===== src/rtl/aes_stream_loader_if.sv =====
// aes_stream_loader_if: word/key/ciphertext handshake bundle for aes_stream_loader.
// blk_count exists only when AES_BLOCK_COUNT_EN is defined.
interface aes_stream_loader_if;
  logic [31:0] in_word;
  logic in_valid, in_ready;
  logic [127:0] key_in;
  logic key_load, key_ready;
  logic [127:0] pt_out, key_out, ct_in, ct_data;
  logic ct_valid, ct_ready, busy;
`ifdef AES_BLOCK_COUNT_EN
  logic [31:0] blk_count;
`endif
  modport master (
    output in_word, in_valid, key_in, key_load, ct_in, ct_ready,
`ifdef AES_BLOCK_COUNT_EN
    input blk_count,
`endif
    input in_ready, key_ready, pt_out, key_out, ct_data, ct_valid, busy
  );
  modport slave (
    input in_word, in_valid, key_in, key_load, ct_in, ct_ready,
`ifdef AES_BLOCK_COUNT_EN
    output blk_count,
`endif
    output in_ready, key_ready, pt_out, key_out, ct_data, ct_valid, busy
  );
endinterface


===== src/rtl/aes_stream_loader.sv =====
// aes_stream_loader: packs words into blocks, credit-gates issue to a fixed-latency AES-128 core and buffers its ciphertext.
// AES_BLOCK_COUNT_EN adds the blk_count popped-block counter.
module aes_stream_loader #(
  parameter int PIPE_LAT = 11,
  parameter int FIFO_DEPTH = 4
) (
  input logic clk,
  input logic rst_n,
  aes_stream_loader_if.slave bus
);
  localparam int AW = $clog2(FIFO_DEPTH);
  localparam int CW = $clog2(FIFO_DEPTH + 1);
  localparam logic [CW:0] DEPTH = (CW + 1)'(FIFO_DEPTH);
  logic [1:0] word_cnt;
  logic block_full, issue_q, word_accept, key_accept, can_issue, push, pop, not_empty;
  logic [127:0] staging, pt_q, key_q;
  logic [PIPE_LAT-1:0] tag_sr;
  logic [CW-1:0] in_flight, fifo_count;
  logic [CW:0] outstanding;
  logic [AW-1:0] wr_ptr, rd_ptr;
  logic [127:0] mem [FIFO_DEPTH];
  assign bus.in_ready = rst_n && !block_full;
  assign bus.key_ready = rst_n && in_flight == '0 && !issue_q;
  assign word_accept = bus.in_valid && bus.in_ready;
  assign key_accept = bus.key_load && bus.key_ready;
  // every issued block owns a FIFO slot, so the core can never outrun the consumer
  assign outstanding = {1'b0, in_flight} + {1'b0, fifo_count};
  assign can_issue = block_full && outstanding < DEPTH && !key_accept;
  assign push = tag_sr[PIPE_LAT-1];
  assign not_empty = fifo_count != '0;
  assign pop = not_empty && bus.ct_ready;
  assign bus.ct_valid = not_empty;
  assign bus.ct_data = not_empty ? mem[rd_ptr] : '0;
  assign bus.pt_out = pt_q;
  assign bus.key_out = key_q;
  assign bus.busy = word_cnt != '0 || block_full || in_flight != '0 || not_empty;
  always_ff @(posedge clk or negedge rst_n)
    if (!rst_n) begin
      word_cnt <= '0;
      block_full <= 1'b0;
      staging <= '0;
      pt_q <= '0;
      key_q <= '0;
      issue_q <= 1'b0;
      tag_sr <= '0;
      in_flight <= '0;
      fifo_count <= '0;
      wr_ptr <= '0;
      rd_ptr <= '0;
    end else begin
      if (word_accept) begin
        staging[127 - 32*word_cnt -: 32] <= bus.in_word;
        word_cnt <= word_cnt + 2'd1;
      end
      if (can_issue) block_full <= 1'b0;
      else if (word_accept && word_cnt == 2'd3) block_full <= 1'b1;
      if (can_issue) pt_q <= staging;
      if (key_accept) key_q <= bus.key_in;
      issue_q <= can_issue;
      tag_sr <= PIPE_LAT'({tag_sr, issue_q});
      in_flight <= in_flight + CW'(can_issue) - CW'(push);
      fifo_count <= fifo_count + CW'(push) - CW'(pop);
      if (push) wr_ptr <= wr_ptr + AW'(1);
      if (pop) rd_ptr <= rd_ptr + AW'(1);
    end
  always_ff @(posedge clk)
    if (push) mem[wr_ptr] <= bus.ct_in;
`ifdef AES_BLOCK_COUNT_EN
  logic [31:0] blk_cnt;
  always_ff @(posedge clk or negedge rst_n)
    if (!rst_n) blk_cnt <= '0;
    else if (pop) blk_cnt <= blk_cnt + 32'd1;
  assign bus.blk_count = blk_cnt;
`endif
endmodule


===== src/flat_wrapper.sv =====
// flat-port wrapper written by rule: the top's interface ports become plain ports
module aes_stream_loader_flat 
#(
  parameter int PIPE_LAT = 11,
  parameter int FIFO_DEPTH = 4
)
  (clk, rst_n, bus_in_word, bus_in_valid, bus_key_in, bus_key_load, bus_ct_in, bus_ct_ready, bus_in_ready, bus_key_ready, bus_pt_out, bus_key_out, bus_ct_data, bus_ct_valid, bus_busy);
  aes_stream_loader_if bus_i ();
  input logic clk;
  input logic rst_n;
  input wire logic [$bits(bus_i.in_word)-1:0] bus_in_word;
  input wire logic [$bits(bus_i.in_valid)-1:0] bus_in_valid;
  input wire logic [$bits(bus_i.key_in)-1:0] bus_key_in;
  input wire logic [$bits(bus_i.key_load)-1:0] bus_key_load;
  input wire logic [$bits(bus_i.ct_in)-1:0] bus_ct_in;
  input wire logic [$bits(bus_i.ct_ready)-1:0] bus_ct_ready;
  output wire logic [$bits(bus_i.in_ready)-1:0] bus_in_ready;
  output wire logic [$bits(bus_i.key_ready)-1:0] bus_key_ready;
  output wire logic [$bits(bus_i.pt_out)-1:0] bus_pt_out;
  output wire logic [$bits(bus_i.key_out)-1:0] bus_key_out;
  output wire logic [$bits(bus_i.ct_data)-1:0] bus_ct_data;
  output wire logic [$bits(bus_i.ct_valid)-1:0] bus_ct_valid;
  output wire logic [$bits(bus_i.busy)-1:0] bus_busy;
  assign bus_i.in_word = bus_in_word;
  assign bus_i.in_valid = bus_in_valid;
  assign bus_i.key_in = bus_key_in;
  assign bus_i.key_load = bus_key_load;
  assign bus_i.ct_in = bus_ct_in;
  assign bus_i.ct_ready = bus_ct_ready;
  assign bus_in_ready = bus_i.in_ready;
  assign bus_key_ready = bus_i.key_ready;
  assign bus_pt_out = bus_i.pt_out;
  assign bus_key_out = bus_i.key_out;
  assign bus_ct_data = bus_i.ct_data;
  assign bus_ct_valid = bus_i.ct_valid;
  assign bus_busy = bus_i.busy;
  aes_stream_loader #(.PIPE_LAT(PIPE_LAT), .FIFO_DEPTH(FIFO_DEPTH)) u_core (.clk(clk), .rst_n(rst_n), .bus(bus_i));
endmodule

===== config.mk =====
export PLATFORM = sky130hd
export DESIGN_NAME = aes_stream_loader_flat
export DESIGN_NICKNAME = d
export VERILOG_FILES = /design/src/rtl/aes_stream_loader_if.sv /design/src/rtl/aes_stream_loader.sv /design/src/flat_wrapper.sv
export SDC_FILE = /design/constraint.sdc
export NUM_CORES = 1
export LEC_CHECK = 0
export ABC_AREA = 1
export CORE_UTILIZATION = 49
export CTS_BUF_LIST = sky130_fd_sc_hd__clkbuf_4
export DETAILED_ROUTE_END_ITERATION = 10
export HOLD_SLACK_MARGIN = 0.1
export MAX_ROUTING_LAYER = met4
export PLACE_DENSITY = 0.89
export SLEW_MARGIN = 20
export SYNTH_ARGS = -nofsm -noshare
export SYNTH_HDL_FRONTEND = slang
export SYNTH_SLANG_ARGS = --single-unit

===== constraint.sdc =====
create_clock -name clk -period 3.51 [get_ports clk]
set_clock_uncertainty 0.05 [all_clocks]
set_input_delay 0.702 -clock clk [delete_from_list [all_inputs] [get_ports clk]]
set_output_delay 0.702 -clock clk [all_outputs]
set_load 0.02 [all_outputs]

==> results.json, run 1 <==
{
  "status": "finished clean",
  "yosys_warnings": 0,
  "cp-end-kind": "output pin",
  "drt_first_pass_iters": 6,
  "detail_route.wirelength_um": 132000,
  "grt_first_pass_wirelength_um": 186000,
  "worst-endpoint-required_ps": 2760,
  "yosys-top-cells-count": "nand2_1, nor2_1, edfxtp_1, dfrtp_1, o21ai_0",
  "placedInstanceArea_mm2": 0.0438,
  "critical_path_peak_fanout": 11,
  "setup_slack_ps": 50.1,
  "vias": 31000,
  "post_synth_fa_ha_maj_area_fraction_pct": 0.595,
  "netlist_instances": 3275,
  "fin_crit_sh_pct": 98.6,
  "postSynthAreaPerCell_um2": 11.0,
  "clk_root_buffer_cell": "clkbuf_4",
  "tritoncts_num_sinks": 921,
  "initial_utilization_pct": 49.5,
  "grt_overflow": 0,
  "peak_supply_drop_mv": 0.765,
  "yosys-mux-area-fraction_pct": 0,
  "yosys_most_used_dff": "edfxtp_1",
  "htree_levels": 4,
  "power.density_mw_per_mm2": 927,
  "synthXorXnorAreaFrac_pct": 0.170,
  "tritoncts": "yes",
  "synth_edf_count": 512,
  "core.rowCount": 99,
  "netlist_area_mm2": 0.0361,
  "tritoncts.num_buffers": 222,
  "die_w_um": 274,
  "wire_per_inst_um": 24.3,
  "port_buffer_count": 680,
  "p_leak_nw": 20.5,
  "ys_seq_area_share_pct": 70.9,
  "die_height_um": 274,
  "post_synth_and_or_nand_nor_area_fraction_pct": 14.7,
  "worstSkewPairLatency_ps": 1080,
  "design.core.area_mm2": 0.0730,
  "finalNetCount": 4529,
  "dpl.cell_count": 4747,
  "grt_usage_pct": 34.9,
  "setup_total_negative_slack_ps": 0,
  "worst-setup-path-type": "reg2out",
  "synth_compound_area_share_pct": 8.92,
  "final_cell_area_mm2": 0.0494,
  "ys_async_sr_fraction_pct": 44.4,
  "fmax_ghz": 0.289,
  "critical_path.startpoint_type": "flip-flop",
  "period_needed_ps": 3460,
  "r2r-start": "u_core.issue_q",
  "post-synth-top-count-cell": "nand2_1",
  "avgViaCountPerCell": 5.72,
  "synth_top_area_share_pct": 42.5,
  "synth_top_cell_by_area": "edfxtp_1",
  "origin_of_the_worst_setup_path": "u_core.rd_ptr[0]",
  "antenna_found_initial": 50,
  "report.final.hold_viol_count": 0,
  "ys_ff_latch": 921,
  "reg2reg_setup_slack_ps": 990,
  "report.final.slew_viol_count": 0,
  "die_area_mm2": 0.0748,
  "worst_pin_slew_ps": 968,
  "synth_top_family_by_area": "simple AND/OR/NAND/NOR gates",
  "synthesized_nets": 3584,
  "dp_slack_ps": 380,
  "final.hold.worst_slack_ps": 229,
  "clk_path_buf_depth": 3,
  "place.gp.congestion": 0.903,
  "fin_cells": 5420,
  "synth_cell_type_count": 29,
  "ios": 681,
  "grt_pass1_vias": 30200,
  "cp.arrival_ps": 2710,
  "hp-class": "in2async",
  "setup_repair_after_global_routing_missed_its_margin": "true",
  "largest_cells_by_area_after_synthesis": "edfxtp_1, dfrtp_1, nand2_1",
  "drt_drc_violations_left": 0,
  "dr.first_iter.drc_count": 4333,
  "max-slew-margin-rel_pct": 35.4,
  "hpwlAfterDp_um": 68700,
  "max-cap-violations": 0,
  "fraction_of_layout_instances_using_a_drive_strength_above_1_pct": 15.1,
  "grt_start_max_net_pins": 227,
  "setup-violations-final": 0,
  "synthToLayoutAreaGrowth_pct": 36.8,
  "drt.antenna.violating_nets": 0,
  "cts.reportedPaths.clkPinSlew_ps": 70
}
==> flip-flops by register name, summed over array words and instances (netlist names) <==
signal,flops
u_core.in_flight,3
u_core.word_cnt,2
u_core.fifo_count,3
u_core.wr_ptr,2
u_core.block_full,1
u_core.issue_q,1
u_core.staging,128
u_core.tag_sr,11
u_core.bus.key_out,128
u_core.mem,512
u_core.bus.pt_out,128
u_core.rd_ptr,2
==> what timing repair did <==
item                                    CTS  global route
resized for setup                       735           108
hold endpoints to repair                333             0
hold buffers                            157             0
cloned                                   18            22
endpoints found under the setup margin  130           118
buffers inserted                         13             1
pin swaps                                46            39
==> kinds of logic after synthesis <==
family	after synthesis
buffers and inverters	375
AND/OR/NAND/NOR	1312
flip-flops	921
XOR/XNOR	7
adder cells (fa/ha/maj)	16
AO/OA/AOI/OAI	644
==> critical path, stage by stage (launching register included) <==
cell	delay, ps
dfrtp_4	460
buf_8	160
buf_12	150
buf_16	150
nor2_1	70
nor2_1	170
o21ai_1	130
a21oi_1	200
buf_4	170
==> path summary, 6_finish.rpt <==
kind / to / cells after the start
setup / recovery: bus_ct_data[109] / 8
hold / removal: u_core.bus.pt_out[93] / 3
max in group asynchronous: u_core.staging[102] / 4
min in group clk: u_core.mem[2][18] / 1
hold reg to reg: u_core.tag_sr[10] / 0
setup reg to reg: u_core.bus.key_out[104] / 6
==> final cells by class <==
| type | count | area (µm²) |
|---|---|---|
| clock buffer | 331 | 2480 |
| timing repair buffer | 934 | 9780 |
| sequential | 921 | 25600 |
| multi-input combinational | 1979 | 9030 |
| clock inverter | 80 | 440 |
| tap | 959 | 1200 |
| inverter | 153 | 651 |
| antenna | 54 | 135 |
| timing repair inverter | 9 | 108 |
| fill | 4683 | 23500 |
==> where the power goes <==
group          internal, mW  switching [mW]  total, mW
Clock                  4.40            4.67       9.08
Sequential             14.1            1.82       15.9
Combinational          7.92            12.9       20.8
Total                  26.4            19.4       45.8
==> through the flow <==
step / util [%] / power, mW
6_report: 67.8 / 45.8
5_1_grt: 67.8 / 47.6
4_1_cts: 66.7 / 43.8
3_5_place_dp: 60.0 / 33.8
3_3_place_gp: 60.0 / 33.3
2_1_floorplan: - / 25.2
==> cells in the final DEF (no fill, tap or decap), types with 4 or more instances in the layout <==
cell type	netlist	layout
a21oi_1	128	99
a21oi_2	0	29
buf_12	0	27
buf_16	0	16
buf_2	86	31
buf_4	27	115
buf_6	12	13
buf_8	0	5
clkbuf_16	0	17
clkbuf_4	0	332
clkdlybuf4s50_1	0	548
clkinv_1	0	63
clkinv_8	0	4
clkinvlp_4	0	5
dfrtp_1	409	405
diode_2	0	54
dlygate4sd3_1	0	157
edfxtp_1	512	512
ha_1	14	14
inv_1	150	142
inv_12	0	5
inv_16	0	4
inv_6	0	8
nand2_1	524	523
nand2_4	4	6
nand3_1	257	257
nor2_1	519	501
nor2_2	2	18
o21ai_0	346	274
o21ai_1	169	231
o21ai_2	0	10
xor2_1	4	4
==> per-layer routing <==
layer	track usage, %	vias up	part of all wire [%]	routed length (µm)
met2	52.9	2493	47	62600
li1	-	13200	-	-
met4	22.9	0	7.2	9460
met3	14.2	597	13	16700
met1	37.8	14700	33	43100
met5	-	-	0	0
Power figures use the tool's default switching activity.
==> run 2, diff against run 1 <==
--- a/config.mk
+++ b/config.mk
@@ -8,6 +8,7 @@
 export ABC_AREA = 1
 export CORE_UTILIZATION = 49
 export CTS_BUF_LIST = sky130_fd_sc_hd__clkbuf_4
+export CTS_CLUSTER_DIAMETER = 60
 export DETAILED_ROUTE_END_ITERATION = 10
 export HOLD_SLACK_MARGIN = 0.1
 export MAX_ROUTING_LAYER = met4
==> results of run 2 <==
Final layout, timing and power as in run 1 (identical DEF).
